`src/rtl/ft601_rx_reader.sv`:
```
// FT601 245-sync-FIFO receive path: drains RXF_N into a skid FIFO presented as an AXI-Stream master.
// Optional per-word statistics outputs appear when FT601_RX_STATS_EN is defined.
//
// state | meaning
// IDLE  | bus released (oe_n=1); waits for data, a free bus and enough FIFO room
// TURN  | oe_n asserted, one-cycle bus turnaround before strobing rd_n
// READ  | rd_n asserted; a word is captured on every edge with rxf_n low
// END   | rd_n released, oe_n held one more cycle before handing the bus back
module ft601_rx_reader #(
   parameter int DEPTH       = 8,
   parameter int SKID_MARGIN = 3
) (
   input  logic        clk_in_ft601,
   input  logic        rst_n_in,
   input  logic        rxf_n,
   input  logic [31:0] data_in,
   input  logic [3:0]  be_in,
   input  logic        tx_busy_in,
   output logic        oe_n,
   output logic        rd_n,
   output logic        rx_active,
   output logic        m_axis_tvalid,
   input  logic        m_axis_tready,
   output logic [31:0] m_axis_tdata,
   output logic [3:0]  m_axis_tkeep,
`ifdef FT601_RX_STATS_EN
   output logic [31:0] rx_word_count,
   output logic [15:0] rx_partial_count,
`endif
   output logic        overflow_err
);

   localparam int AW = $clog2(DEPTH);
   localparam logic [AW:0] FULL_CNT = (AW+1)'(DEPTH);
   localparam logic [AW:0] MARGIN   = (AW+1)'(SKID_MARGIN);

   typedef enum logic [1:0] {S_IDLE, S_TURN, S_READ, S_END} state_t;

   state_t state, state_nx;
   logic   oe_nx, rd_nx, active_nx;

   logic [35:0]   mem [DEPTH];
   logic [AW-1:0] wr_ptr, rd_ptr;
   logic [AW:0]   count, free;
   logic          room, full, push, pop, capture;
   logic          cap_vld;
   logic [35:0]   cap_word;

   assign free    = FULL_CNT - count;
   assign room    = (free >= MARGIN);
   assign full    = (count == FULL_CNT);
   assign capture = !rd_n && !rxf_n;
   assign pop     = m_axis_tvalid && m_axis_tready;
   // A push into a full FIFO is still fine when the head leaves on the same edge.
   assign push    = cap_vld && (!full || pop);

   assign m_axis_tvalid = (count != '0);
   assign {m_axis_tkeep, m_axis_tdata} = mem[rd_ptr];

   always_ff @(posedge clk_in_ft601 or negedge rst_n_in) begin
      if (!rst_n_in) begin
         state     <= S_IDLE;
         oe_n      <= 1'b1;
         rd_n      <= 1'b1;
         rx_active <= 1'b0;
      end else begin
         state     <= state_nx;
         oe_n      <= oe_nx;
         rd_n      <= rd_nx;
         rx_active <= active_nx;
      end
   end

   always_comb begin
      state_nx  = state;
      oe_nx     = oe_n;
      rd_nx     = rd_n;
      active_nx = rx_active;
      case (state)
         S_IDLE: begin
            if (!rxf_n && !tx_busy_in && room) begin
               state_nx  = S_TURN;
               oe_nx     = 1'b0;
               active_nx = 1'b1;
            end
         end
         S_TURN: begin
            if (!rxf_n && room) begin
               state_nx = S_READ;
               rd_nx    = 1'b0;
            end else begin
               state_nx = S_END;
            end
         end
         S_READ: begin
            if (rxf_n || !room) begin
               state_nx = S_END;
               rd_nx    = 1'b1;
            end
         end
         S_END: begin
            state_nx  = S_IDLE;
            oe_nx     = 1'b1;
            active_nx = 1'b0;
         end
         default: begin
            state_nx  = S_IDLE;
            oe_nx     = 1'b1;
            rd_nx     = 1'b1;
            active_nx = 1'b0;
         end
      endcase
   end

   // Input capture stage: words land here first, then enter the FIFO on the next edge.
   always_ff @(posedge clk_in_ft601 or negedge rst_n_in) begin
      if (!rst_n_in) begin
         cap_vld  <= 1'b0;
         cap_word <= '0;
      end else begin
         cap_vld <= capture;
         if (capture) cap_word <= {be_in, data_in};
      end
   end

   always_ff @(posedge clk_in_ft601 or negedge rst_n_in) begin
      if (!rst_n_in) begin
         wr_ptr       <= '0;
         rd_ptr       <= '0;
         count        <= '0;
         overflow_err <= 1'b0;
      end else begin
         if (push) wr_ptr <= wr_ptr + 1'b1;
         if (pop)  rd_ptr <= rd_ptr + 1'b1;
         case ({push, pop})
            2'b10:   count <= count + 1'b1;
            2'b01:   count <= count - 1'b1;
            default: count <= count;
         endcase
         if (cap_vld && full && !pop) overflow_err <= 1'b1;
      end
   end

   always_ff @(posedge clk_in_ft601) begin
      if (push) mem[wr_ptr] <= cap_word;
   end

`ifdef FT601_RX_STATS_EN
   always_ff @(posedge clk_in_ft601 or negedge rst_n_in) begin
      if (!rst_n_in) begin
         rx_word_count    <= '0;
         rx_partial_count <= '0;
      end else if (capture) begin
         rx_word_count <= rx_word_count + 32'd1;
         if (be_in != 4'hF && rx_partial_count != 16'hFFFF)
            rx_partial_count <= rx_partial_count + 16'd1;
      end
   end
`endif

endmodule
```
`config.mk`:
```
export PLATFORM = sky130hd
export DESIGN_NAME = ft601_rx_reader
export DESIGN_NICKNAME = d
export VERILOG_FILES = /design/src/rtl/ft601_rx_reader.sv
export SDC_FILE = /design/constraint.sdc
export NUM_CORES = 1
export LEC_CHECK = 0
export ABC_CLOCK_PERIOD_IN_PS = 6600
export BUFFER_PORTS_ARGS = -buffer_cell sky130_fd_sc_hd__buf_2
export CAP_MARGIN = 20
export CORE_MARGIN = 1.5
export CORE_UTILIZATION = 58
export CTS_CLUSTER_DIAMETER = 120
export DETAILED_ROUTE_END_ITERATION = 6
export PLACE_DENSITY_LB_ADDON = 0.3
export SYNTH_ARGS = -nofsm -noshare
export SYNTH_HDL_FRONTEND = slang
export SYNTH_SLANG_ARGS = --single-unit
```
`constraint.sdc`:
```
create_clock -name clk_in_ft601 -period 6.6 [get_ports clk_in_ft601]
set_input_delay 0.66 -clock clk_in_ft601 [delete_from_list [all_inputs] [get_ports clk_in_ft601]]
set_output_delay 0.66 -clock clk_in_ft601 [all_outputs]
set_load 0.03 [all_outputs]
```
* Yosys cells after proc, flatten, opt, wreduce, memory -nomap -nowiden
Memory sizes are Yosys's and may differ from the RTL's.
Index checks and enable logic that the tools add are counted.
** Storage, ports and cells
- Register bits :: 53
- RAM bits :: 288
- Output and inout port bits :: 41
- Word-level logic and storage cells :: 64
- Memories kept :: 1
** Cells by class
- Add/sub/neg operators :: 5
- $lt $le $gt $ge :: 1
- Eq/ne operators :: 9
- Muxes and demuxes :: 14
- Reduce and logical (&&, ||, !) cells :: 24
** Memory list
- mem :: words 8, bits a word 36, rd ports 1, clocked after Yosys merged registers in 0, write ports 1, RTL line 42 : logic [35:0] mem [DEPTH];
** Operators with widths (number)
- $logic_and A1 B1 Y1 :: 8
- $pmux W2 S4 :: 1
- $pmux W4 S2 :: 1
- $mux W1 :: 7
- $add A3 B1 Y3 const B :: 2
- $eq A2 B2 Y1 const B :: 3
- $logic_not A1 Y1 :: 6
- $ne A2 B2 Y1 const B :: 3
- $pmux W1 S2 :: 3
- $reduce_bool A2 Y1 :: 3
- $add A4 B1 Y4 const B :: 1
- $eq A2 B1 Y1 const B :: 2
- $eq A4 B4 Y1 const B :: 1
- $ge A4 B2 Y1 const B :: 1
- $mux W2 :: 2
- $reduce_and A2 Y1 :: 2
- $reduce_bool A4 Y1 :: 1
- $sub A4 B1 Y4 const B :: 1
- $sub A4 B4 Y4 const A :: 1
- $reduce_and A3 Y1 :: 1
- $logic_not A2 Y1 :: 1
- $logic_or A1 B1 Y1 :: 2

* Longest topological paths before layout
Gate-level depths: netlist of the first run.
- Depth in word-level cells :: 6
- Mapped depth :: 9

* Worst setup path after synthesis of the first run
No wires, ideal clock.
- Kind :: input-to-reg
- From :: in m_axis_tready
- To :: mem mem[0][0], enable pin
- Library setup time :: 0.474 ns
- Data arrival time :: 3.669 ns
- Data required time :: 6.126 ns
- Path slack :: 2.457 ns
- Cell stages on the path :: 4
- Buffers on the path :: 1
- Cell sequence :: buf_2 > o31a_1 > nand2b_1 > nor3_1
** On the way
- Cells in the longest elaborated chain, start to end :: 5
** RTL lines
- start, declared :: RTL line 23 : input logic m_axis_tready,
- $logic_and A1 B1 Y1 :: RTL line 53 : assign pop = m_axis_tvalid && m_axis_tready;
- $logic_or A1 B1 Y1 :: RTL line 55 : assign push = cap_vld && (!full || pop);
- $logic_and A1 B1 Y1 :: RTL line 55
- $mux W1 :: RTL line 145 : if (push) mem[wr_ptr] <= cap_word;
- $mux W1 (not written as such) :: RTL line 145
- end, declared :: RTL line 42
No other way between the ends.

* Final worst setup path of the first run
- From :: reg rd_ptr[0]
- To :: out m_axis_tdata[25]
** On the way
- Cells in the longest elaborated chain, start to end :: 1
** RTL lines
- start, declared :: RTL line 43 : logic [AW-1:0] wr_ptr, rd_ptr;
- start signal, assigned :: RTL line 134 : if (pop) rd_ptr <= rd_ptr + 1'b1;
- $mem_v2 Z8 W36
- end, declared :: RTL line 24 : output logic [31:0] m_axis_tdata,
No other way between the ends.

==> results.tsv, run 1 <==
stage	metric	value	unit
status	status	complete, no violations	
layout	Final nets	753	
setup_path	RR Startpoint	count[0]	
setup_path	critical-path cell list	buf_4 > mux4_2 > mux2_2 > buf_2	
setup_path	critical path startpoint	rd_ptr[0]	
setup_path	WS Path Type	reg2out	
setup_path	CP top delay family	flip-flops	
drt	WL final	24.0	mm
drt	routed via count	6061	
die	num ports	82	
global_routing	Global Route Usage Sum	21.3	%
drt	drt drc	0	
drt	Starting DRT DRC Count	427	
setup_path	Worst path slowest cell	dfrtp_4	
synth	sequential fraction of the synthesis area	75.7	%
die	starting density of the core	59.7	%
power	Logic pwr share	27.3	%
place	GPL Wtd Cong	0.754	
setup_path	critical path data required time	5.94	ns
power	Peak VDD IR	275	uV
power	switching share of power	31.4	%
setup_path	critical path capture point type	output port	
setup_path	critical path arrival	3.26	ns
clock_tree	total CTS buffers	35	
layout	area grow syn2layout	14.3	%
synth	cell taking the most area after synthesis	edfxtp_1	
synth	Most used DFF post-synth	edfxtp_1	
clock_tree	post-CTS setup buffers	0	
die	DIE WIDTH	154	um
synth	Avg Inst Size Synth	21.9	um2
sta	Layout Skew	0.0138	ns
global_routing	via count of the first global-routing pass	6504	
global_routing	GRT overflow	0	
global_routing	first-pass GRT wire length	37.6	mm
setup_path	Worst path max stage delay	1.02	ns
place	quantity of I/O buffers inserted on ports	81	
clock_tree	# hold bufs at CTS	0	
clock_tree	CTS tree	done	
synth	distinct cell type count after synthesis	46	
global_routing	antenna violations before repair	0	
sta	Final Hold Fails	0	
power	Sw Pwr	2310	uW
layout	layout cells sized above 1	42.2	%
power	Clk pwr share	25.3	%
setup_path	maximum fanout along the worst path	47	
setup_path	Worst setup SP type	flip-flop	
layout	ant diodes	0	
job	max_cap viols	0	
die	Die ar.	23700	um2
drt	vias per cell	6.01	
drt	Antenna Nets Post-Route	0	
synth	Post-Syn Instances	602	
clock_tree	CTS H-Tree Depth	2	
sta	Slew headroom	30.2	%
sta	Final TNS setup	0	ns
sta	measured slew at the worst slew-check pin	1.05	ns
clock_tree	CTS root buffer	clkbuf_16	
synth	synth warn	0	
clock_tree	cts repair resizes	0	
sta	# setup viols final	0	
layout	final std cells w/o fill	1009	
drt	routed length per instance	23.8	um
synth	Synth Net Count	650	
clock_tree	CTS clk-pin slew, worst paths	0.06	ns
die	Core Rows	54	
synth	async set-reset flop share out of synthesis	15.5	%
layout	Filler Cell Count	1354	
global_routing	largest net degree at the start of global routing	75	
min_path	min-delay worst type	in2async	
synth	top cell type's share of synthesized area	65.6	%
clock_tree	clk sinks	341	
power	Flop pwr share	47.4	%
place	hpwl dp	12.6	mm
synth	synthesized area	13200	um2
power	internal power	5050	uW
clock_tree	Max Buffers Root-to-Sink	3	
power	PwrDens	488	nW/um2
sta	Tcrit/Tclk final	59.4	%
setup_path	Buf/Inv on CP	2	
layout	commonest non-fill, non-tap cell in the layout	edfxtp_1	
sta	Final min period	3.92	ns
clock_tree	Clk Latency, worst-skew pair	0.50	ns
power	Leak	0.00515	uW
sta	unrepaired setup endpoints after global routing	no	
sta	max-slew violations	0	
sta	Fmax	0.255	GHz
synth	Post-synth EDFFs	288	
layout	most frequent cells in the layout	288 x edfxtp_1, 81 x buf_2, 74 x mux2_2, 72 x mux4_2, 48 x dfrtp_1	
synth	Synth Register Bits	341	
die	Die H	154	um
place	DP Cell Count	947	
synth	largest cells by area after synthesis	edfxtp_1 66%, mux4_2 12%, dfrtp_1 9.7%	
drt	drt first pass iters	4	
die	CORE AREA	22100	um2
## metrics by stage
stage               total power [uW]  worst slack [ns]  hold WS [ns]  area, um2  utilization, %
floorplan                       4960              2.46         0.364      13200               -
global placement                5460              3.18         0.456      14000            63.2
detailed placement              5560              3.15         0.457      14000            63.2
CTS                             7430              2.58         0.370      15100            68.1
global route                    7690              2.45         0.374      15100            68.2
finish                          7360              2.68         0.335      15100            68.2
## power by group through the flow
stage               clock network, uW  logic [uW]  registers, uW
floorplan                           0        1730           3230
global placement                    0        1930           3530
detailed placement                  0        1970           3590
CTS                              1890        1980           3550
global route                     1980        2130           3580
finish                           1860        2010           3490
## registers in the layout (all words and copies together), names as in the netlist
name / count
cap_vld: 1
cap_word: 36
count: 4
mem: 288
oe_n: 1
overflow_err: 1
rd_n: 1
rd_ptr: 3
rx_active: 1
state: 2
wr_ptr: 3
## area by class of cell
type                            count  area (um2)  area share, %
Sequential cell                   341        9990           66.2
Multi-Input combinational cell    224        3090           20.5
Clock buffer                       52        1020           6.78
Timing Repair Buffer               95         523           3.47
Tap cell                          280         350           2.32
Clock inverter                      9        67.6          0.448
Inverter                            8        30.0          0.199
## path summary, 6_finish.rpt
kind	slack [ns]	depth (start not counted)	endpoint
max in group asynchronous	5.64	2	rd_ptr[1]
min in group clk_in_ft601	0.38	2	cap_word[31]
worst max register to register	3.92	5	mem[4][24]
worst min register to register	0.47	2	overflow_err
worst min-delay path	0.33	2	cap_word[29]
worst max-delay path	2.68	4	m_axis_tdata[25]
## logic make-up (layout without fill, tap and decap cells)
logic type / after synthesis / in the layout / share of synthesized area, %
flops: 341 / 341 / 75.7
mux: 152 / 152 / 19.1
simple gates: 37 / 37 / 1.65
buf+inv: 37 / 164 / 1.34
compound gates: 23 / 23 / 1.25
fa+ha+maj: 7 / 7 / 0.664
xor+xnor: 5 / 5 / 0.332
## per-layer routing
metal / vias up / track usage (%) / part of all wire (%)
li1: 2675 / - / -
met2: 183 / 36.0 / 51
met1: 3170 / 29.1 / 42
met5: - / 0 / 0
met3: 33 / 3.80 / 5.6
met4: 0 / 6.01 / 1.7
## Yosys cell counts, types with 2 or more instances
cell / n
a21oi_1: 3
a31oi_1: 2
buf_2: 12
buf_4: 2
buf_6: 2
clkbuf_1: 12
dfrtp_1: 51
dfstp_2: 2
edfxtp_1: 288
ha_1: 7
inv_1: 8
mux2_2: 74
mux2i_1: 5
mux4_2: 72
nand2_1: 7
nand2b_1: 3
nand3_1: 3
nor2_1: 9
nor3_1: 3
o21a_1: 2
o21ai_0: 5
o31a_1: 2
o31ai_1: 2
xnor2_1: 3
xor2_1: 2
No activity file was read; power rests on OpenSTA's default activity.
==> run 2, diff against run 1 <==
- ABC_AREA: not set -> 1
- ABC_CLOCK_PERIOD_IN_PS: 6600 -> 3200
- CORE_UTILIZATION: 58 -> 54
- clock period: 6.6 -> 3.2 ns (I/O delays scaled with it)
==> results.tsv, run 2 <==
stage	metric	value	unit	change
sta	measured slew at the worst slew-check pin	0.630	ns	was 1.05 ns
die	starting density of the core	55.0	%	was 59.7%
place	quantity of I/O buffers inserted on ports	81		unchanged
sta	Slew headroom	58.0	%	was 30.2%
layout	max reg flops	288		unchanged
synth	largest cells by area after synthesis	edfxtp_1 65%, dfrtp_1 9.5%, nor2_1 7.5%		was edfxtp_1 66%, mux4_2 12%, dfrtp_1 9.7%
clock_tree	Max Buffers Root-to-Sink	3		unchanged
die	DIE WIDTH	160	um	was 154 um
synth	Post-synth EDFFs	288		unchanged
drt	WL final	27.0	mm	was 24.0 mm
layout	commonest non-fill, non-tap cell in the layout	edfxtp_1		unchanged
setup_path	WS Path Type	reg2out		unchanged
drt	vias per cell	5.59		was 6.01
global_routing	Global Route Usage Sum	21.8	%	was 21.3%
synth	Post-Synth XOR/XNOR Area	0.327	%	was 0.332%
die	CORE AREA	24300	um2	was 22100 um2
layout	area grow syn2layout	15.5	%	was 14.3%
sta	# setup viols final	0		unchanged
setup_path	RR Startpoint	count[0]		unchanged
synth	async set-reset flop share out of synthesis	15.5	%	unchanged
power	Leak	0.00545	uW	was 0.00515 uW
clock_tree	CTS root buffer	clkbuf_16		unchanged
synth	Avg Inst Size Synth	13.3	um2	was 21.9 um2
power	PwrDens	1040	nW/um2	was 488 nW/um2
setup_path	FF-to-FF path depth	7		was 5
synth	synth warn	0		unchanged
min_path	Worst Hold Launch	data_in[8]		
clock_tree	post-CTS setup buffers	0		unchanged
drt	drt first pass iters	4		unchanged
synth	synth cell count leaders	288 x edfxtp_1, 266 x nor2_1, 132 x o21ai_0, 51 x dfrtp_1		was 288 x edfxtp_1, 74 x mux2_2, 72 x mux4_2, 51 x dfrtp_1
die	num ports	82		unchanged
sta	Fmax	0.349	GHz	
status	status	complete, no violations		unchanged
synth	distinct cell type count after synthesis	38		was 46
layout	layout cells sized above 1	19.2	%	was 42.2%
synth	Post-Syn Instances	1010		was 602
clock_tree	CTS tree	done		unchanged
layout	largest registers	mem: 288 flops, cap_word: 36 flops, count: 4 flops		unchanged
sta	Final min period	2.86	ns	
setup_path	critical path capture point type	output port		unchanged
synth	Synth Register Bits	341		unchanged
synth	cell taking the most area after synthesis	edfxtp_1		unchanged
setup_path	Worst setup SP type	flip-flop		unchanged
synth	Simple-Gate Fraction of Synth Area	9.37	%	was 1.65%
die	Die ar.	25700	um2	was 23700 um2
setup_path	reg2reg end	mem[6][34]		was mem[4][24]
synth	Synth Net Count	1058		was 650
clock_tree	total CTS buffers	35		unchanged
job	max_cap viols	0		unchanged
clock_tree	clk sinks	341		unchanged
setup_path	critical path startpoint	rd_ptr[0]		unchanged
setup_path	critical path data required time	2.88	ns	was 5.94 ns
drt	routed via count	8091		was 6061
synth	Most used DFF post-synth	edfxtp_1		unchanged
drt	Antenna Nets Post-Route	0		unchanged
sta	unrepaired setup endpoints after global routing	no		unchanged
global_routing	via count of the first global-routing pass	8207		was 6504
global_routing	first-pass GRT wire length	43.5	mm	was 37.6 mm
synth	post-synthesis adder-cell area fraction	0.654	%	was 0.664%
drt	Starting DRT DRC Count	636		was 427
synth	synthesized-area fraction occupied by ao, oa, aoi and oai cells	9.42	%	was 1.25%
min_path	Worst Hold End	cap_word[8]		
min_path	min-delay worst type	in2reg		was in2async
layout	Final nets	1145		was 753
clock_tree	CTS H-Tree Depth	2		unchanged
layout	most frequent cells in the layout	288 x edfxtp_1, 258 x nor2_1, 132 x o21ai_0, 81 x buf_2, 49 x dfrtp_1		was 288 x edfxtp_1, 81 x buf_2, 74 x mux2_2, 72 x mux4_2, 48 x dfrtp_1
power	Peak VDD IR	638	uV	was 275 uV
synth	top cell type's share of synthesized area	64.6	%	was 65.6%
sta	Final TNS setup	0	ns	unchanged
min_path	WHS Path Cells	2		
die	Core Rows	57		was 54
sta	max-slew violations	0		unchanged
clock_tree	CTS clk-pin slew, worst paths	0.06	ns	about the same
synth	most instantiated library cell after synthesis	edfxtp_1		unchanged
place	GPL Wtd Cong	0.768		was 0.754
synth	synthesized area	13400	um2	was 13200 um2
synth	sequential fraction of the synthesis area	74.5	%	was 75.7%
layout	fin util	63.6	%	was 68.2%
drt	routed length per instance	18.7	um	was 23.8 um
sta	Tcrit/Tclk final	89.4	%	
layout	ant diodes	0		unchanged
global_routing	GRT overflow	0		unchanged
die	Die H	160	um	was 154 um
global_routing	largest net degree at the start of global routing	146		was 75
setup_path	maximum fanout along the worst path	145		was 47
clock_tree	Clk Latency, worst-skew pair	0.52	ns	was 0.50 ns
setup_path	R2R Setup Slk	0.95	ns	was 3.92 ns
global_routing	antenna violations before repair	0		unchanged
setup_path	critical path arrival	2.54	ns	was 3.26 ns
synth	largest family of logic cells by synthesized area	compound AO/OA/AOI/OAI gates		was multiplexers
drt	drt drc	0		unchanged
synth	fraction of synthesized area in multiplexers	3.03	%	was 19.1%
sta	Layout Skew	0.0203	ns	was 0.0138 ns
place	hpwl dp	14.8	mm	was 12.6 mm
layout	Top reg by flops	mem		unchanged
sta	Final Hold Fails	0		unchanged
-- run 2: timing repair --
item                      CTS  global route
gates resized for setup     0             0
hold buffers                0             1
hold endpoints to repair    0            34
-- run 2: critical path, stage by stage, from the launching register on --
cell	delay (ns)
dfrtp_4	0.44
buf_12	0.51
o21ai_0	0.20
o22ai_1	0.19
nor2_1	0.06
a31oi_1	0.32
buf_2	0.27
-- run 2: power breakdown --
| group | leakage (uW) | switching [uW] | internal (uW) |
|---|---|---|---|
| sequential | 0.00321 | 710 | 6030 |
| clock | 0.000547 | 1630 | 2330 |
| combinational | 0.00169 | 3660 | 1720 |
| total | 0.00545 | 6000 | 10100 |
-- run 2: per-layer routing --
metal  up-vias  global-route usage [%]  part of all wire (%)
li1       3835                       -                     -
met1      3970                    30.1                    44
met2       244                    35.9                    48
met3        42                    3.33                   6.3
met4         0                    6.75                   1.9
met5         -                       0                     0
-- run 2: layout make-up --
type / instances / area [um2]
sequential: 341 / 9980
fill: 1741 / 8860
multi-input combinational: 592 / 3120
clock buffer: 46 / 947
timing repair buffer: 106 / 746
tap: 324 / 405
clock inverter: 17 / 173
inverter: 21 / 85.1
-- run 2: worst max-delay path by stage --
stage / cells past startpoint / to
2_1_floorplan: 6 / mem[0][0]
3_3_place_gp: 6 / m_axis_tkeep[3]
3_5_place_dp: 6 / m_axis_tkeep[3]
4_1_cts: 6 / m_axis_tkeep[3]
5_1_grt: 7 / m_axis_tdata[27]
6_report: 6 / m_axis_tdata[0]
-- run 2: cells by family (layout without fill, tap and decap cells) --
family | count (synthesis) | after routing
AO/OA/AOI/OAI | 231 | 231
adder cells (fa/ha/maj) | 7 | 7
flip-flops | 341 | 341
AND/OR/NAND/NOR | 313 | 313
multiplexers | 36 | 36
buffers and inverters | 77 | 190
XOR/XNOR | 5 | 5
-- run 2: stage by stage --
step | instance area, um2 | power, uW | setup slack, ns | hold WS, ns | instances
floorplan | 13400 | 10500 | 0.174 | 0.0244 | 1010
global placement | 14300 | 12100 | 0.921 | 0.472 | 1382
detailed placement | 14300 | 12200 | 0.896 | 0.462 | 1382
CTS | 15400 | 16200 | 0.335 | 0.0124 | 1445
global route | 15500 | 16900 | 0.216 | 0.0284 | 1447
finish | 15500 | 16100 | 0.338 | 0.0272 | 1447
==> run 3, diff against run 2 <==
- CORE_ASPECT_RATIO: not set -> 2
==> results.tsv, run 3 (synthesis gave the netlist of run 2 again) <==
stage	metric	value	unit	change
drt	vias per cell	5.66		was 5.59
power	switching share of power	38.2	%	was 37.3%
place	GPL Wtd Cong	0.786		was 0.768
min_path	min-delay worst type	in2reg		unchanged
layout	Register Area	9980	um2	unchanged
sta	Layout Skew	0.0114	ns	was 0.0203 ns
min_path	Worst Hold End	cap_word[8]		unchanged
power	Final Power	15800	uW	was 16100 uW
layout	area grow syn2layout	16.7	%	was 15.5%
setup_path	critical path arrival	2.68	ns	was 2.54 ns
setup_path	critical path depth in cells	6		unchanged
layout	Filler Cell Count	1796		was 1741
global_routing	GRT overflow	0		unchanged
global_routing	GRT met1 Usage	27.6	%	was 30.1%
global_routing	antenna violations before repair	0		unchanged
clock_tree	CTS tree	done		unchanged
die	Die H	226	um	was 160 um
sta	measured slew at the worst slew-check pin	0.972	ns	was 0.630 ns
clock_tree	total CTS buffers	29		was 35
layout	final std cells w/o fill	1478		was 1447
setup_path	WS Path Type	reg2out		unchanged
setup_path	CP top delay family	buffers and inverters		unchanged
power	Leak	0.00549	uW	was 0.00545 uW
global_routing	Global Route Usage Sum	23.4	%	was 21.8%
drt	Starting DRT DRC Count	718		was 636
clock_tree	post-CTS setup buffers	0		unchanged
place	hpwl dp	16.9	mm	was 14.8 mm
setup_path	Buf/Inv on CP	2		unchanged
power	Clk pwr share	23.0	%	was 24.7%
global_routing	first-pass GRT wire length	45.7	mm	was 43.5 mm
setup_path	Worst setup SP type	flip-flop		unchanged
power	Logic pwr share	34.5	%	was 33.5%
sta	Final Hold Fails	0		unchanged
layout	max reg flops	288		unchanged
drt	Antenna Nets Post-Route	0		unchanged
power	Sw Pwr	6020	uW	was 6000 uW
power	Peak VDD IR	652	uV	was 638 uV
clock_tree	Clk Latency, worst-skew pair	0.56	ns	was 0.52 ns
setup_path	critical-path cell list	buf_4 > o21ai_0 > o22ai_1 > nor2_1 > a31oi_1 > buf_2		was buf_12 > o21ai_0 > o22ai_1 > nor2_1 > a31oi_1 > buf_2
die	DIE WIDTH	114	um	was 160 um
layout	ant diodes	0		unchanged
setup_path	R2R Setup Slk	0.86	ns	was 0.95 ns
drt	drt drc	0		unchanged
layout	Top reg by flops	mem		unchanged
sta	Final TNS setup	0	ns	unchanged
drt	routed via count	8361		was 8091
sta	# setup viols final	0		unchanged
power	internal power	9750	uW	was 10100 uW
setup_path	Worst path slowest cell	buf_4		was buf_12
setup_path	Worst path max stage delay	0.66	ns	was 0.51 ns
sta	Final WS setup	0.196	ns	was 0.338 ns
sta	Slew headroom	35.2	%	was 58.0%
power	Flop pwr share	42.6	%	was 41.9%
die	starting density of the core	54.8	%	was 55.0%
layout	commonest non-fill, non-tap cell in the layout	edfxtp_1		unchanged
drt	WL final	29.0	mm	was 27.0 mm
die	Core Rows	81		was 57
sta	Fmax	0.333	GHz	was 0.349 GHz
clock_tree	CTS root buffer	clkbuf_16		unchanged
power	PwrDens	1010	nW/um2	was 1040 nW/um2
global_routing	largest net degree at the start of global routing	146		unchanged
drt	routed length per instance	19.6	um	was 18.7 um
layout	layout cells sized above 1	19.0	%	was 19.2%
setup_path	critical path capture point type	output port		unchanged
setup_path	reg2reg end	mem[6][30]		was mem[6][34]
clock_tree	clk sinks	341		unchanged
setup_path	maximum fanout along the worst path	73		was 145
global_routing	met3 Track Usage GR	2.71	%	was 3.33%
min_path	WHS Path Cells	2		unchanged
layout	most frequent cells in the layout	288 x edfxtp_1, 258 x nor2_1, 132 x o21ai_0, 81 x buf_2, 49 x dfrtp_1		unchanged
global_routing	met2 Use GR	42.3	%	was 35.9%
die	num ports	82		unchanged
min_path	Worst Hold Launch	data_in[8]		unchanged
sta	unrepaired setup endpoints after global routing	no		unchanged
clock_tree	Max Buffers Root-to-Sink	3		unchanged
place	DP Cell Count	1391		was 1382
place	dpl ws	0.791	ns	was 0.896 ns
layout	Final nets	1171		was 1145
sta	max-slew violations	0		unchanged
drt	drt first pass iters	5		was 4
status	status	complete, no violations		unchanged
global_routing	via count of the first global-routing pass	8559		was 8207
setup_path	RR Startpoint	count[0]		unchanged
layout	fin util	64.0	%	was 63.6%
sta	Final min period	3.00	ns	was 2.86 ns
layout	area of the multi-input gates	3120	um2	unchanged
clock_tree	CTS H-Tree Depth	1		was 2
setup_path	FF-to-FF path depth	7		unchanged
die	Die ar.	25800	um2	was 25700 um2
place	quantity of I/O buffers inserted on ports	81		unchanged
setup_path	critical path data required time	2.88	ns	about the same
job	max_cap viols	0		unchanged
sta	Tcrit/Tclk final	93.9	%	was 89.4%
die	CORE AREA	24400	um2	was 24300 um2
layout	largest registers	mem: 288 flops, cap_word: 36 flops, count: 4 flops		unchanged
clock_tree	CTS clk-pin slew, worst paths	0.07	ns	was 0.06 ns
global_routing	GRT busiest layer	met2		unchanged
[run 3: changes by cell type in the layout (fill, tap and decap cells not counted), sizes merged]
cell,previous run,this run
clkbuf,46,37
clkinv,16,10
clkinvlp,0,4
dlygate4sd3,1,33
inv,19,21
[run 3: worst max path at each step]
| stage | slack [ns] | endpoint | from |
|---|---|---|---|
| detailed placement | 0.79 | m_axis_tdata[3] | rd_ptr[1] |
| global placement | 0.91 | m_axis_tdata[5] | rd_ptr[1] |
| CTS | 0.19 | m_axis_tdata[3] | rd_ptr[1] |
| global route | 0.08 | m_axis_tdata[3] | rd_ptr[1] |
| floorplan | 0.17 | mem[0][0] | count[0] |
| finish | 0.20 | m_axis_tdata[3] | rd_ptr[1] |
[run 3: layer usage]
layer	vias up	routed length, um
met3	74	1350
met4	0	1220
met5	-	0
li1	3867	-
met1	4144	10700
met2	276	15700
[run 3: repair_timing]
action / 4_1_cts / 5_1_grt
hold buffers: 33 / 0
hold endpoints to repair: 62 / 0
resized for setup: 0 / 0
[run 3: through the flow]
step                      hold slack, ns  cell area (um2)
after floorplan                   0.0244            13400
after global placement             0.473            14300
after detailed placement           0.491            14300
after CTS                        0.00563            15600
after global routing             0.00747            15600
final                             0.0316            15600
[run 3: power by group through the flow]
stage | registers [uW] | clock network [uW] | logic [uW]
after floorplan | 6590 | 0 | 3880
after global placement | 6770 | 0 | 5310
after detailed placement | 6820 | 0 | 5420
after CTS | 6730 | 3670 | 5480
after global routing | 6840 | 3820 | 5980
final | 6710 | 3620 | 5430
[run 3: layout make-up]
cell class / count / share of cell area, %
multi-input cells: 592 / 20.0
clock buffers: 37 / 5.09
inverters: 21 / 0.545
clock inverters: 17 / 1.25
well taps: 332 / 2.66
flip-flops and latches: 341 / 63.9
repair buffers: 138 / 6.58
